**config.mk**
```make
export PLATFORM = sky130hd
export DESIGN_NAME = instr_fetch_unit_flat
export DESIGN_NICKNAME = d
export VERILOG_FILES = /design/src/rtl/instr_fetch_unit_if.sv /design/src/rtl/instr_fetch_unit.sv /design/src/flat_wrapper.sv
export SDC_FILE = /design/constraint.sdc
export NUM_CORES = 1
export LEC_CHECK = 0
export CAP_MARGIN = 20
export CORE_UTILIZATION = 41
export CTS_BUF_LIST = sky130_fd_sc_hd__clkbuf_2
export DETAILED_ROUTE_END_ITERATION = 8
export PLACE_DENSITY = 0.84
export SLEW_MARGIN = 10
export SYNTH_ARGS = -nofsm -noshare
export SYNTH_HDL_FRONTEND = slang
export SYNTH_SLANG_ARGS = --single-unit
```
**constraint.sdc**
```tcl
create_clock -name clk -period 2.2 [get_ports clk]
set_input_delay 0.44 -clock clk [delete_from_list [all_inputs] [get_ports clk]]
set_output_delay 0.44 -clock clk [all_outputs]
set_load 0.02 [all_outputs]
```
**src/rtl/instr_fetch_unit_if.sv**
```systemverilog
// Instruction-memory read bus: request/address out of the fetch unit, ack/data back.
interface instr_fetch_unit_if;
  logic        mem_req;
  logic [31:0] mem_addr;
  logic        mem_ack;
  logic [31:0] mem_rdata;

  modport master (output mem_req, mem_addr, input mem_ack, mem_rdata);
  modport slave  (input mem_req, mem_addr, output mem_ack, mem_rdata);
endinterface

```
**src/rtl/instr_fetch_unit.sv**
```systemverilog
// Fetch controller: issues instruction-memory reads at PC_in, latches IR for decode,
// drives PC_inc/PC_ld, and handles flush redirects, memory timeout and misaligned-PC faults.
module instr_fetch_unit #(
  parameter int TIMEOUT_CYCLES = 16,
  parameter int CNT_W          = 32
) (
  input  logic                 clk,
  input  logic                 reset,
  input  logic                 fetch_en,
  input  logic [31:0]          PC_in,
  output logic                 PC_inc,
  output logic                 PC_ld,
  output logic [31:0]          PC_ld_val,
  input  logic                 flush,
  input  logic [31:0]          flush_target,
  instr_fetch_unit_if.master   mem,
  output logic [31:0]          IR_out,
  output logic                 IR_valid,
  input  logic                 IR_ready,
  output logic                 fault,
  output logic [CNT_W-1:0]     fetch_count
);

  localparam int TO_W = $clog2(TIMEOUT_CYCLES + 1);

  typedef enum logic [2:0] {IDLE, REQ, HOLD, DRAIN, FAULT} state_t;

  state_t            state, state_nxt;
  logic              req_q, req_nxt;
  logic [31:0]       addr_q, addr_nxt;
  logic [31:0]       ir_q, ir_nxt;
  logic              irv_q, irv_nxt;
  logic [CNT_W-1:0]  cnt_q, cnt_nxt;
  logic [TO_W-1:0]   to_q, to_nxt;
  logic              inc, ld;
  logic              pc_ok;

  assign pc_ok = (PC_in[1:0] == 2'b00);

  always_ff @(posedge clk) begin
    if (!reset) begin
      state  <= IDLE;
      req_q  <= 1'b0;
      addr_q <= '0;
      ir_q   <= '0;
      irv_q  <= 1'b0;
      cnt_q  <= '0;
      to_q   <= '0;
    end else begin
      state  <= state_nxt;
      req_q  <= req_nxt;
      addr_q <= addr_nxt;
      ir_q   <= ir_nxt;
      irv_q  <= irv_nxt;
      cnt_q  <= cnt_nxt;
      to_q   <= to_nxt;
    end
  end

  always_comb begin
    state_nxt = state;
    req_nxt   = req_q;
    addr_nxt  = addr_q;
    ir_nxt    = ir_q;
    irv_nxt   = irv_q;
    cnt_nxt   = cnt_q;
    to_nxt    = to_q;
    inc       = 1'b0;
    ld        = (state != FAULT) && flush;
    case (state)
      IDLE: begin
        if (!flush && fetch_en) begin
          if (!pc_ok) begin
            state_nxt = FAULT;
          end else begin
            state_nxt = REQ;
            req_nxt   = 1'b1;
            addr_nxt  = PC_in;
            to_nxt    = '0;
          end
        end
      end
      REQ, DRAIN: begin
        if (mem.mem_ack) begin
          req_nxt   = 1'b0;
          state_nxt = IDLE;
          // Only a clean REQ keeps its data; a flush (now or earlier) drops it.
          if (state == REQ && !flush) begin
            ir_nxt    = mem.mem_rdata;
            irv_nxt   = 1'b1;
            inc       = 1'b1;
            state_nxt = HOLD;
          end
        end else begin
          to_nxt = to_q + 1'b1;
          if (to_q == TO_W'(TIMEOUT_CYCLES - 1)) begin
            state_nxt = FAULT;
            req_nxt   = 1'b0;
          end else if (flush) begin
            state_nxt = DRAIN;
          end
        end
      end
      HOLD: begin
        if (flush) begin
          irv_nxt   = 1'b0;
          state_nxt = IDLE;
        end else if (IR_ready) begin
          cnt_nxt = cnt_q + 1'b1;
          irv_nxt = 1'b0;
          // PC_in has already advanced via the PC_inc pulse on the ack cycle.
          if (!fetch_en) begin
            state_nxt = IDLE;
          end else if (!pc_ok) begin
            state_nxt = FAULT;
          end else begin
            state_nxt = REQ;
            req_nxt   = 1'b1;
            addr_nxt  = PC_in;
            to_nxt    = '0;
          end
        end
      end
      FAULT: begin
        state_nxt = FAULT;
      end
      default: begin
        state_nxt = IDLE;
      end
    endcase
  end

  assign PC_inc       = reset && inc;
  assign PC_ld        = reset && ld;
  assign PC_ld_val    = PC_ld ? flush_target : 32'h0;
  assign mem.mem_req  = req_q;
  assign mem.mem_addr = addr_q;
  assign IR_out       = ir_q;
  assign IR_valid     = irv_q;
  assign fault        = (state == FAULT);
  assign fetch_count  = cnt_q;

endmodule

```
**src/flat_wrapper.sv**
```systemverilog
// flat-port wrapper written by rule: the top's interface ports become plain ports
module instr_fetch_unit_flat 
#(
  parameter int TIMEOUT_CYCLES = 16,
  parameter int CNT_W          = 32
)
  (clk, reset, fetch_en, PC_in, PC_inc, PC_ld, PC_ld_val, flush, flush_target, IR_out, IR_valid, IR_ready, fault, fetch_count, mem_mem_req, mem_mem_addr, mem_mem_ack, mem_mem_rdata);
  instr_fetch_unit_if mem_i ();
  input  logic clk;
  input  logic reset;
  input  logic fetch_en;
  input  logic [31:0] PC_in;
  output logic PC_inc;
  output logic PC_ld;
  output logic [31:0] PC_ld_val;
  input  logic flush;
  input  logic [31:0] flush_target;
  output logic [31:0] IR_out;
  output logic IR_valid;
  input  logic IR_ready;
  output logic fault;
  output logic [CNT_W-1:0] fetch_count;
  output wire logic [$bits(mem_i.mem_req)-1:0] mem_mem_req;
  output wire logic [$bits(mem_i.mem_addr)-1:0] mem_mem_addr;
  input wire logic [$bits(mem_i.mem_ack)-1:0] mem_mem_ack;
  input wire logic [$bits(mem_i.mem_rdata)-1:0] mem_mem_rdata;
  assign mem_mem_req = mem_i.mem_req;
  assign mem_mem_addr = mem_i.mem_addr;
  assign mem_i.mem_ack = mem_mem_ack;
  assign mem_i.mem_rdata = mem_mem_rdata;
  instr_fetch_unit #(.TIMEOUT_CYCLES(TIMEOUT_CYCLES), .CNT_W(CNT_W)) u_core (.clk(clk), .reset(reset), .fetch_en(fetch_en), .PC_in(PC_in), .PC_inc(PC_inc), .PC_ld(PC_ld), .PC_ld_val(PC_ld_val), .flush(flush), .flush_target(flush_target), .mem(mem_i), .IR_out(IR_out), .IR_valid(IR_valid), .IR_ready(IR_ready), .fault(fault), .fetch_count(fetch_count));
endmodule
```
# Word-level counts from Yosys, hierarchy flattened
# Index checks and enable logic that the tools add are counted.
# classes
addsub,2
n_eq_ne,16
n_mux,40
bitwise_logic,1
reduce_logical,19
# op_table
cell,n
32-bit two-way mux,6
32-bit one-hot mux with 2 select lines,1
"32-bit by 1-bit adder with 32-bit output, second input constant",1
5-bit two-way mux,6
3-bit two-way mux,8
5-bit one-hot mux with 3 select lines,1
1-bit two-way mux,14
3-bit one-hot mux with 4 select lines,1
6-bit AND reduction,2
"2-bit != test, second input constant",5
3-bit AND reduction,3
"3-bit by 2-bit equality test with 1-bit output, second input constant",2
"3-bit != test, second input constant",2
"5-bit by 1-bit adder with 5-bit output, second input constant",1
"5-bit by 4-bit equality test with 1-bit output, second input constant",1
1-bit logical AND,5
5-bit AND reduction,1
"2-bit by 1-bit != test with 1-bit output, second input constant",2
"4-bit by 3-bit != test with 1-bit output, second input constant",1
4-bit AND reduction,1
2-bit nonzero test,2
"3-bit by 1-bit equality test with 1-bit output, second input constant",1
"3-bit equality test, second input constant",1
3-bit zero test,1
other kinds (9),9
# word_totals
reg_bits,106
input_bits,102
output_inout_bits,133
word_cells,85

# Longest topological paths before layout
# logic_depth
word_depth,6
ltp_mapped,8
depth_no_buf,8

# Worst setup path after synthesis
# OpenSTA, ideal clock, no wires.
# synth_path
path_kind,register to output
from,register u_core.state[1]
to,output PC_ld_val[22]
arrival_ps,1862
required_ps,1760
setup_slack_ps,-102
path_stages_with_launch,6
path_buffers,2
path_cell_list,dfxtp_1 -> clkbuf_1 -> nor3b_1 -> nor3_1 -> clkbuf_1 -> and2_1
# synth_between
elab_chain_len,4
# synth_rtl
item,line_no,rtl
start: declaration,instr_fetch_unit.sv:28,"state_t state, state_nxt;"
start signal: assignment,instr_fetch_unit.sv:50,state <= state_nxt;
3-bit != test,instr_fetch_unit.sv:69,ld = (state != FAULT) && flush;
1-bit logical AND,instr_fetch_unit.sv:69,
1-bit logical AND,instr_fetch_unit.sv:134,assign PC_ld = reset && ld;
named net PC_ld,flat_wrapper.sv:14,output logic PC_ld;
32-bit two-way mux,instr_fetch_unit.sv:135,assign PC_ld_val = PC_ld ? flush_target : 32'h0;
end: declaration,flat_wrapper.sv:15,output logic [31:0] PC_ld_val;
# The timed path passes the listed nets, and every way through them passes these cells.

# Worst setup path in the final report
# layout_path
from,register u_core.state[2]
to,output PC_inc
# layout_between
elab_chain_len,6
elab_cells_between_ends,8
cone_classes,eq/ne: 2; mux: 3; reduce/logical: 3
# layout_rtl
item,line_no,rtl
3-bit by 1-bit equality test with 1-bit output,"instr_fetch_unit.sv:70, instr_fetch_unit.sv:88",
1-bit logical AND,instr_fetch_unit.sv:88,if (state == REQ && !flush) begin
1-bit two-way mux,instr_fetch_unit.sv:88,
1-bit two-way mux,instr_fetch_unit.sv:84,if (mem.mem_ack) begin
1-bit two-way mux *,instr_fetch_unit.sv:70,case (state)
1-bit logical AND *,instr_fetch_unit.sv:133,assign PC_inc = reset && inc;
end: declaration,flat_wrapper.sv:13,output logic PC_inc;
# Mark *: on every way between the ends. The rest lies on a longest branch, timed or not.

==> summary.md <==
| Metric | Value |
|---|---|
| Status | finished with violations |
| Failing checks | negative setup slack |
| Via Count | 4792 |
| #FFs+latches synth | 106 |
| Yosys warnings | 0 |
| Reg2reg setup slack | 0.10 ns |
| CP required | about 1.8 ns |
| Post-CTS Hold Buffers | 0 |
| DRT antenna net count | 0 |
| Drt total wl | 14.29 mm |
| Grt ovf | 0 |
| Core Rows | 37 |
| Die area | 11310 um2 |
| Total I/O pin count | ~240 |
| Post-synth top flop | dfxtp_1 |
| Routed length per instance | 15.37 um |
| Fin worst setup slack | -0.04046 ns |
| CP peak stage delay | roughly 0.5 ns |
| Number of diodes | 0 |
| Routability cong. | 0.9028 |
| Startpoint types | flip-flop |
| TritonCTS Buffers | 9 |
| Seq/Total Area, Yosys | a little under half |
| Die width | between 100 and 150 um |
| Cells after synthesis | 551 |
| Fmax | between 400 and 500 MHz |
| # nets final | about 900 |
| Initial Utilization | between 40% and 50% |
| Post-synth EDFFs | 0 |
| Yosys cell types | 46 |
| Worst slew margin | approximately a third |
| Fin. Hold Viols | 0 |
| FFs w/ async S/R, synth | 0% |
| DP Worst Slack | -0.5039 ns |
| IO Port Bufs | 234 |
| GRT Resource Usage Total | about a quarter |
| Critical path type | flip-flop to primary output |
| CTS tree | built |
| Hpwl dp | 10.68 mm |
| CTS Sinks | around 110 |
| Simple-gate share of the synthesized area | 30.64% |
| Final instance area | approximately 7000 um2 |
| WP buf/inv | 1 |
| Leakage | 0.002602 uW |
| Clock Tree Buf Depth | 2 |
| RSZ-0062 raised after global routing | yes |
| Synth Cell Area | about 4500 um2 |
| Crit path max fanout | 3 |
| Worst path cell trace | nand2b_4, or4b_4, nor2_4, buf_6 |
| Tightest Pin Transition | 1.006 ns |
| Core Region | 10420 um2 |
| Largest net degree at the start of global routing | 99 |
| Clk_lat worst skew | between 0.5 and 0.6 ns |
| Final Cycle Share | 101.8% |
| Syn-to-layout area delta | 57.84% |
| H-tree Lvls | 3 |
| Final setup fails | 23 |
| Clk root buf | clkbuf_2 |
| Final clock skew | between 0.015 and 0.02 ns |
| Max_cap viols | 0 |
| First-pass DRT Iterations | 8 |
| Area fraction in compound gates after synthesis | 12.31% |
| Min Tclk post-route | 2.240 ns |
| Reg clk slew, reported paths | 0.26 ns |
| Pwr dens | about 520 nW/um2 |
| WP data arrival | 1.80 ns |
| Worst setup EP type | primary output |
| Vias in the first global route | 4700 |
| Vias/cell | 5.153 |
| Drt drc | 0 |
| Post-Synth Adder-Cell Area | 1.121% |
| Die Height | 106.3 um |
| Post-DP Area | 7052 um2 |
| Type of the worst min-delay path | input pin to flip-flop |
| Syn nets | 657 |
| First-pass GRT wire length | 22.02 mm |
| Crit-path leading delay family | simple AND/OR/NAND/NOR gates |
| Slew Limit Fails | 0 |
| Slowest CP cell | or4b_4 |
| Drt initial violations | 290 |
| Layout cells sized above 1 | 12.34% |
| Initial antenna violation count | 0 |
| Largest family of logic cells by synthesized area | simple AND/OR/NAND/NOR gates |
| VDD IR max | 0.2956 mV |
| Post-synthesis mux area share | 0.2243% |
| Syn_area_per_cell | 8.100 um2 |
| Post-synthesis xor/xnor area fraction | 4.121% |
==> flip-flops by register name, indices dropped and copies added (netlist names) <==
signal / cells
u_core.IR_out: 32
u_core.IR_valid: 1
u_core.fetch_count: 32
u_core.mem.mem_addr: 32
u_core.mem.mem_req: 1
u_core.state: 3
u_core.to_q: 5
==> cell usage after synthesis, drive strengths merged, types with 2 or more instances <==
master / count / area (um2)
nand2b: 4 / 25.02
o21ai: 9 / 45.04
o31ai: 7 / 52.55
xnor2: 8 / 70.07
o211ai: 3 / 22.52
nor3: 11 / 55.05
nand4: 9 / 71.32
or4b: 2 / 20.02
xor2: 13 / 113.9
a21oi: 79 / 395.4
nand2: 136 / 510.5
clkbuf: 28 / 115.1
nor4b: 2 / 23.77
inv: 6 / 22.52
and2: 35 / 220.2
buf: 5 / 33.78
or3: 5 / 31.28
ha: 4 / 50.05
and4: 6 / 56.30
nor2b: 3 / 18.77
and3: 7 / 45.05
dfxtp: 106 / 2122
nand3: 13 / 65.06
nor2: 30 / 112.6
or4: 7 / 52.55
nor3b: 3 / 22.52
==> path summary, 6_finish.rpt <==
check / from / cells after the start / endpoint
max: u_core.state[2]$_SDFFE_PN0P_ / 4 / PC_inc
min: PC_in[16] / 3 / u_core.mem.mem_addr[16]$_SDFFE_PN0P_
max reg2reg: u_core.state[0]$_SDFFE_PN0P_ / 6 / u_core.fetch_count[21]$_SDFFE_PN0P_
min reg2reg: u_core.mem.mem_req$_SDFFE_PN0P_ / 2 / u_core.mem.mem_req$_SDFFE_PN0P_
==> logic make-up (layout without fill, tap and decap cells) <==
| family | Yosys count | in the layout |
|---|---|---|
| muxes | 1 | 1 |
| DFF | 106 | 106 |
| xor gates and xnor gates | 21 | 21 |
| and+or+nand+nor | 277 | 277 |
| buffers and inverters | 40 | 283 |
| adders and majority gates | 4 | 4 |
| AOI/OAI and AO/OA | 102 | 102 |
==> final cells by class <==
type | count | area (um2)
Sequential cell | 106 | 2136
Clock inverter | 4 | 20.02
Tap cell | 136 | 170.2
Timing Repair Buffer | 262 | 2430
Inverter | 6 | 22.52
Clock buffer | 11 | 55.05
Multi-Input combinational cell | 405 | 2211
Fill cell | 839 | 3372
==> where the power goes <==
group          switching [uW]  internal [uW]
Clock                     590            143
Sequential               47.7           1990
Combinational             460            463
Total                    1100           2590
==> metrics by stage <==
stage / TNS (ns) / std cells / total power, uW / hold slack, ns / util (%)
global placement: -19.87 / 912 / 2972 / 0.4412 / 67.70
CTS: -4.635 / 929 / 3738 / 0.3407 / 69.09
floorplan: 0 / 551 / 2479 / 0.4564 / -
detailed placement: -22.52 / 912 / 2987 / 0.4445 / 67.70
finish: -0.1902 / 930 / 3693 / 0.3879 / 67.63
global route: -5.196 / 930 / 3883 / 0.3263 / 67.63
==> worst register-to-register path, stage by stage, from the launching register on <==
cell and delay (ns):
dfxtp_4 0.43, buf_4 0.14, and4bb_2 0.31, and2_1 0.20, nand4_4 0.22, or4b_1 0.55
a21oi_1 0.19
==> placed cells by master (no fill, tap or decap), drive strengths merged, types with 7 or more instances in the layout <==
cell type,count
nand4,9
nor2,30
or4,7
nor3,11
nand3,13
clkbuf,11
and2,35
xnor2,8
dfxtp,106
xor2,13
o31ai,7
a21oi,79
nand2,136
and3,7
buf,62
clkdlybuf4s50,196
o21ai,9
==> layer usage <==
layer / global-route usage (%) / wire length, um / vias up / part of all wire (%)
li1: - / - / 2329 / -
met1: 26.15 / 5328 / 2249 / 37
met2: 47.26 / 7768 / 190 / 54
met3: 5.028 / 836 / 24 / 5.9
met4: 10.12 / 357 / 0 / 2.5
met5: 0 / 0 / - / 0
==> what timing repair did <==
item                                    4_1_cts  5_1_grt
gates resized for setup                     112       51
endpoints found under the setup margin       35       46
buffers inserted                              2        1
gates cloned                                  0        0
pin swaps                                     1        0
Note: power is estimated with default switching activity, not from simulation.
==> patch 1, RTL diff (config.mk and constraints unchanged) <==
`ir_q` no longer has a reset.
--- a/src/rtl/instr_fetch_unit.sv
+++ b/src/rtl/instr_fetch_unit.sv
@@ -42,7 +42,6 @@
       state  <= IDLE;
       req_q  <= 1'b0;
       addr_q <= '0;
-      ir_q   <= '0;
       irv_q  <= 1'b0;
       cnt_q  <= '0;
       to_q   <= '0;
@@ -50,11 +49,14 @@
       state  <= state_nxt;
       req_q  <= req_nxt;
       addr_q <= addr_nxt;
-      ir_q   <= ir_nxt;
       irv_q  <= irv_nxt;
       cnt_q  <= cnt_nxt;
       to_q   <= to_nxt;
     end
+  end
+
+  always_ff @(posedge clk) begin
+    ir_q <= ir_nxt;
   end
 
   always_comb begin
Formal check against the unedited RTL: differs if reset is asserted again (counterexample within 4 cycles, from zero or initial values and one cycle with reset low); with reset held inactive, the same outputs for 4 cycles.
==> patch 1 against the original RTL <==
  * The run still ends with negative setup slack left
  * Count of clock-buffer cells in the layout shrank 1
  * First-iteration DRC count shrank 23%
  * Highest routed layer unchanged
  * Utilization grew 3.1 points
  * Sequential cell count is the same
  * Routed wire length shrank 3.3%
  * Setup slack gained 0.033 ns
  * Global-route usage shrank 2.4 points
  * Final area grew 4.2%
  * Power grew 1.8%
  * Synthesized area shrank 0.93%
  * Non-clock buffer count grew 1
==> patch 1: results (changes against the original RTL) <==
| Metric | Value |
|---|---|
| Gate Count Post-Synth | 467 (-15%) |
| Mapped Nets | 573 (-13%) |
| Later-pin clock latency in the skew report | 0.58 ns (+0.03 ns) |
| Pre-CTS setup slack | -0.445 ns (+0.0586 ns) |
| Nets | 821 (-8.4%) |
| Fill cells | 763 (-9.1%) |
| Routed len/inst | 16.1 µm (+5.0%) |
| Distinct cells, synth | 41 (-11%) |
| Reg area | 2470 µm² (+15%) |
| # diodes | 0 (unchanged) |
| Synth top area cells | dfxtp_1 34%, edfxtp_1 22%, nand2_1 6.5% |
| Status | complete, but fails checks |
| Post-DP Area | 7080 µm² (+0.41%) |
| Synth async-reset ratio | 0 (unchanged) |
| Initial drt markers | 224 (-23%) |
| Setup Skew | 0.0596 ns (+0.0408 ns) |
| Register area share after synthesis | 0.552 (+0.0769) |
| Setup Viol. Count Final | 1 (-96%) |
| FF-to-FF End | u_core.fetch_count[23]$_SDFFE_PN0P_ |
| DP Wirelength | 9920 µm (-7.1%) |
| Placer Congestion | 0.857 (-5.0%) |
| EDFF count, synth | 32 (+32) |
| First-pass GRT wire length | 19900 µm (-9.7%) |
| Initial antenna violation count | 0 (unchanged) |
| Top cells by count, synth | 77 x nand2_1, 74 x dfxtp_1, 56 x a21oi_1 |
| WP data arrival | 1.77 ns (-0.03 ns) |
| Internal power | 2.69 mW (+3.7%) |
| DRT Pass-1 Iters | 5 (-3) |
| Share of the synthesized area in the top cell type | 0.335 (-0.140) |
| Critical path launch point | reset |
| Fraction of layout instances using a drive strength above 1 | 0.186 (+0.0627) |
| Largest net degree at the start of global routing | 65 (-34%) |
| Worst Path Max Fanout | 8 (+5) |
| Routed vias | 4467 (-6.8%) |
| R2r startpoint | u_core.state[2]$_SDFFE_PN0P_ |
| GRT Util Overall | 0.224 (-0.0236) |
| Violated checks | negative setup slack |
| DP Cell Count | 836 (-8.3%) |
| Leak pwr | 2.64 nW (+1.5%) |
| Critical path capture point | PC_ld_val[7] |
| Via density per instance | 5.22 (+1.3%) |
| Vias in the first global route | 4238 (-9.8%) |
| Reg clk slew, reported paths | 0.33 ns (+0.07 ns) |
| Setup TNS | -0.00699 ns (+0.183 ns) |
| Clock Path Buffers | 2 (unchanged) |
| Worst-case vdd ir drop | 0.326 mV (+10%) |
| Final worst setup slack | -0.00699 ns (+0.0335 ns) |
| Normalized max-slew margin | 0.537 (+0.208) |
-- patch 1: cell count changes in the layout (fill, tap and decap cells not counted), moves of 12 or more --
cell      delta
a21oi_1     -23
buf_6       +24
and2_4      +21
and2_1      -20
nor2_1      -12
dfxtp_1     -40
edfxtp_1    +32
nand2_1     -61
buf_2       -29
-- patch 1: cell families (layout without fill, tap and decap cells) --
| group | Yosys count | count (layout) | synth area share |
|---|---|---|---|
| fa+ha+maj | 4 | 4 | 0.0113 |
| buf+inv | 39 | 288 | 0.0348 |
| flops | 106 | 106 | 0.552 |
| simple gates | 215 | 219 | 0.259 |
| compound gates | 94 | 94 | 0.124 |
| xor+xnor | 9 | 9 | 0.0178 |
-- patch 1: layout make-up --
class / count / area share
clock buffer: 10 / 0.00682
timing repair buffer: 263 / 0.353
clock inverter: 6 / 0.00853
inverter: 9 / 0.00460
tap: 136 / 0.0232
sequential: 106 / 0.336
multi-input combinational: 326 / 0.267
-- patch 1: critical path, cell delays in order --
cell	delay, ns
clkdlybuf4s50_1	0.70
and3_4	0.33
and2_1	0.17
buf_6	0.12
-- patch 1: power groups by stage --
stage | registers [mW] | clock network [mW] | logic, mW
floorplan | 2.14 | 0 | 0.276
global placement | 2.12 | 0 | 0.724
detailed placement | 2.12 | 0 | 0.740
CTS | 2.09 | 0.882 | 0.714
global route | 2.09 | 0.954 | 0.874
finish | 2.09 | 0.852 | 0.821
-- patch 1: timing repair --
action | in CTS | in global routing
setup endpoints to repair | 38 | 46
gates resized for setup | 152 | 98
buffers inserted | 1 | 0
cloned | 0 | 4
pin swaps | 0 | 16
-- patch 1: worst min-delay path by stage --
| stage | start | endpoint | slack (ns) |
|---|---|---|---|
| after floorplan | u_core.to_q[4]$_SDFFE_PN0P_ | u_core.to_q[4]$_SDFFE_PN0P_ | 0.46 |
| after global routing | mem_mem_rdata[4] | u_core.IR_out[4]$_DFFE_PP_ | 0.30 |
| after global placement | u_core.mem.mem_addr[19]$_SDFFE_PN0P_ | u_core.mem.mem_addr[19]$_SDFFE_PN0P_ | 0.44 |
| after detailed placement | u_core.mem.mem_addr[4]$_SDFFE_PN0P_ | u_core.mem.mem_addr[4]$_SDFFE_PN0P_ | 0.45 |
| after CTS | PC_in[19] | u_core.mem.mem_addr[19]$_SDFFE_PN0P_ | 0.30 |
| final | PC_in[26] | u_core.mem.mem_addr[26]$_SDFFE_PN0P_ | 0.35 |
-- patch 1: per-layer routing --
| layer | track usage | part of all wire |
|---|---|---|
| met1 | 0.247 | 0.36 |
| met2 | 0.422 | 0.56 |
| met3 | 0.0322 | 0.053 |
| met4 | 0.0992 | 0.025 |
| met5 | 0 | 0 |
==> patch 2, RTL diff (same flow settings) <==
Made on the original files. `CNT_W` is set to 32 in 2 places; all go to 28.
--- a/src/rtl/instr_fetch_unit.sv
+++ b/src/rtl/instr_fetch_unit.sv
@@ -2,7 +2,7 @@
 // drives PC_inc/PC_ld, and handles flush redirects, memory timeout and misaligned-PC faults.
 module instr_fetch_unit #(
   parameter int TIMEOUT_CYCLES = 16,
-  parameter int CNT_W          = 32
+  parameter int CNT_W          = 28
 ) (
   input  logic                 clk,
   input  logic                 reset,
--- a/src/flat_wrapper.sv
+++ b/src/flat_wrapper.sv
@@ -2,7 +2,7 @@
 module instr_fetch_unit_flat 
 #(
   parameter int TIMEOUT_CYCLES = 16,
-  parameter int CNT_W          = 32
+  parameter int CNT_W          = 28
 )
   (clk, reset, fetch_en, PC_in, PC_inc, PC_ld, PC_ld_val, flush, flush_target, IR_out, IR_valid, IR_ready, fault, fetch_count, mem_mem_req, mem_mem_addr, mem_mem_ack, mem_mem_rdata);
   instr_fetch_unit_if mem_i ();
Ports: changed (resized fetch_count); port bits go from 235 to 231. The function was not compared with the original's and may differ.
==> patch 2 against the original RTL <==
  * The flow still finishes with violations (negative setup slack)
  * Routed wire length decreased by 0.51%
  * Sequential cell count decreased by 4
  * Die area decreased by 2.5%
  * Final area increased by 3.8%
  * Synthesized area decreased by 2.6%
  * Setup slack got worse by 0.031 ns
  * Power increased by 0.30%
  * Largest cell class unchanged
  * Highest routed layer unchanged
==> patch 2: results (changes against the original RTL) <==
| Metric | Value |
|---|---|
| Status | complete, but fails checks |
| Violated checks | negative setup slack |
| Synth Area in XOR/XNOR | 0.0201 (-0.0211) |
| Distinct cells, synth | 42 (-8.7%) |
| Post-synthesis compound-gate area fraction | 0.104 (-0.0189) |
| Hold wc startpoint | mem_mem_rdata[21] |
| Met3 usage in global routing | 0.0855 (+0.0352) |
| Routed vias | 4598 (-4.0%) |
| DP Cell Count | 871 (-4.5%) |
| Post-DP Area | 6940 µm² (-1.6%) |
| Worst Path Max Fanout | 4 (+1) |
| Reg2reg setup slack | -0.02 ns (-0.12 ns) |
| Grt met2 use | 0.450 (-0.0228) |
| Final worst setup slack | -0.0716 ns (-0.0311 ns) |
| Later-pin clock latency in the skew report | 0.53 ns (-0.02 ns) |
| Gate Count Post-Synth | 512 (-7.1%) |
| Synth top area cells | dfxtp_1 47%, mux2i_1 8.3%, nand2_1 7.0% |
| Mapped Nets | 618 (-5.9%) |
| R2R cell count | 5 (-1) |
| GRT Util Overall | 0.240 (-0.00805) |
| Vias in the first global route | 4383 (-6.7%) |
| FF-to-FF End | u_core.fetch_count[23]$_SDFFE_PN0P_ |
| Top cells by count, synth | 102 x dfxtp_1, 81 x nand2_1, 50 x a21oi_1 |
| Adder-cell share of the synthesized area | 0.0115 (+0.000294) |
| Setup Viol. Count Final | 4 (-83%) |
| Fraction of layout instances using a drive strength above 1 | 0.185 (+0.0615) |
| DRT Pass-1 Iters | 4 (-4) |
| Leak pwr | 2.92 nW (+12%) |
| Setup Skew | 0.0330 ns (+0.0142 ns) |
| First-pass GRT wire length | 21000 µm (-4.8%) |
| Via density per instance | 5.15 (about the same) |
## patch 2: changes by cell type after synthesis, sizes merged, moves of 5 or more
cell   delta
and4      -5
nand4     -6
nand2    -55
mux2i    +35
nor2     +19
nor3     -10
inv       +8
or4       +8
nor4      +9
nand3     -6
xor2     -10
o31ai     +5
a21oi    -29
## patch 2: logic make-up (layout without fill, tap and decap cells)
logic type,after synthesis,after routing
xor gates and xnor gates,10,10
buffers and inverters,51,292
and+or+nand+nor,230,234
adders and majority gates,4,4
AOI/OAI and AO/OA,79,79
muxes,36,36
DFF,102,102
## patch 2: per-stage QoR
stage | util | TNS, ns | worst slack [ns] | hold WS [ns]
detailed placement | 0.672 | -27.93 | -0.469 | 0.446
floorplan | - | 0 | 0.0656 | 0.471
global placement | 0.672 | -27.07 | -0.469 | 0.442
finish | 0.708 | -0.103 | -0.0716 | 0.403
CTS | 0.670 | -0.189 | -0.189 | 0.341
global route | 0.708 | -3.01 | -0.219 | 0.324
## patch 2: layout make-up
| class | instances | area (µm²) | area share |
|---|---|---|---|
| Inverter | 14 | 52.6 | 0.00719 |
| Clock inverter | 6 | 67.6 | 0.00924 |
| Multi-Input combinational cell | 363 | 2280 | 0.312 |
| Tap cell | 136 | 170 | 0.0233 |
| Clock buffer | 10 | 50.0 | 0.00684 |
| Sequential cell | 102 | 2060 | 0.281 |
| Timing Repair Buffer | 262 | 2640 | 0.360 |
## patch 2: worst min-delay path: stages
cell,delay [ns]
clkdlybuf4s50_1,0.39
nand2_1,0.06
a21oi_1,0.05
## patch 2: how the worst max path moves through the flow
stage | to | slack (ns) | start | depth (start not counted)
floorplan | PC_inc | 0.07 | u_core.state[0]$_SDFFE_PN0P_ | 6
global route | PC_inc | -0.22 | u_core.state[2]$_SDFFE_PN0P_ | 4
finish | PC_inc | -0.07 | u_core.state[2]$_SDFFE_PN0P_ | 4
detailed placement | PC_inc | -0.47 | mem_mem_ack | 4
CTS | PC_inc | -0.19 | u_core.state[2]$_SDFFE_PN0P_ | 4
global placement | PC_inc | -0.47 | mem_mem_ack | 4
## patch 2: timing repair
item	CTS	global route
buffers inserted	1	1
pin swaps	1	31
cloned	1	4
endpoints found under the hold margin	0	0
gates resized for setup	147	119
endpoints found under the setup margin	41	55
## patch 2: layer usage
| layer | part of all wire | vias to the layer above |
|---|---|---|
| met4 | 0.025 | 0 |
| met2 | 0.52 | 183 |
| met5 | 0 | - |
| met1 | 0.37 | 2163 |
| met3 | 0.084 | 24 |
| li1 | - | 2228 |
## patch 2: power groups by stage
stage | Combinational (mW) | Sequential (mW) | Clock, mW
after floorplan | 0.292 | 1.98 | 0
after global placement | 0.735 | 1.95 | 0
after detailed placement | 0.748 | 1.96 | 0
after CTS | 0.730 | 1.93 | 0.940
after global routing | 0.914 | 1.94 | 1.02
final | 0.867 | 1.93 | 0.907
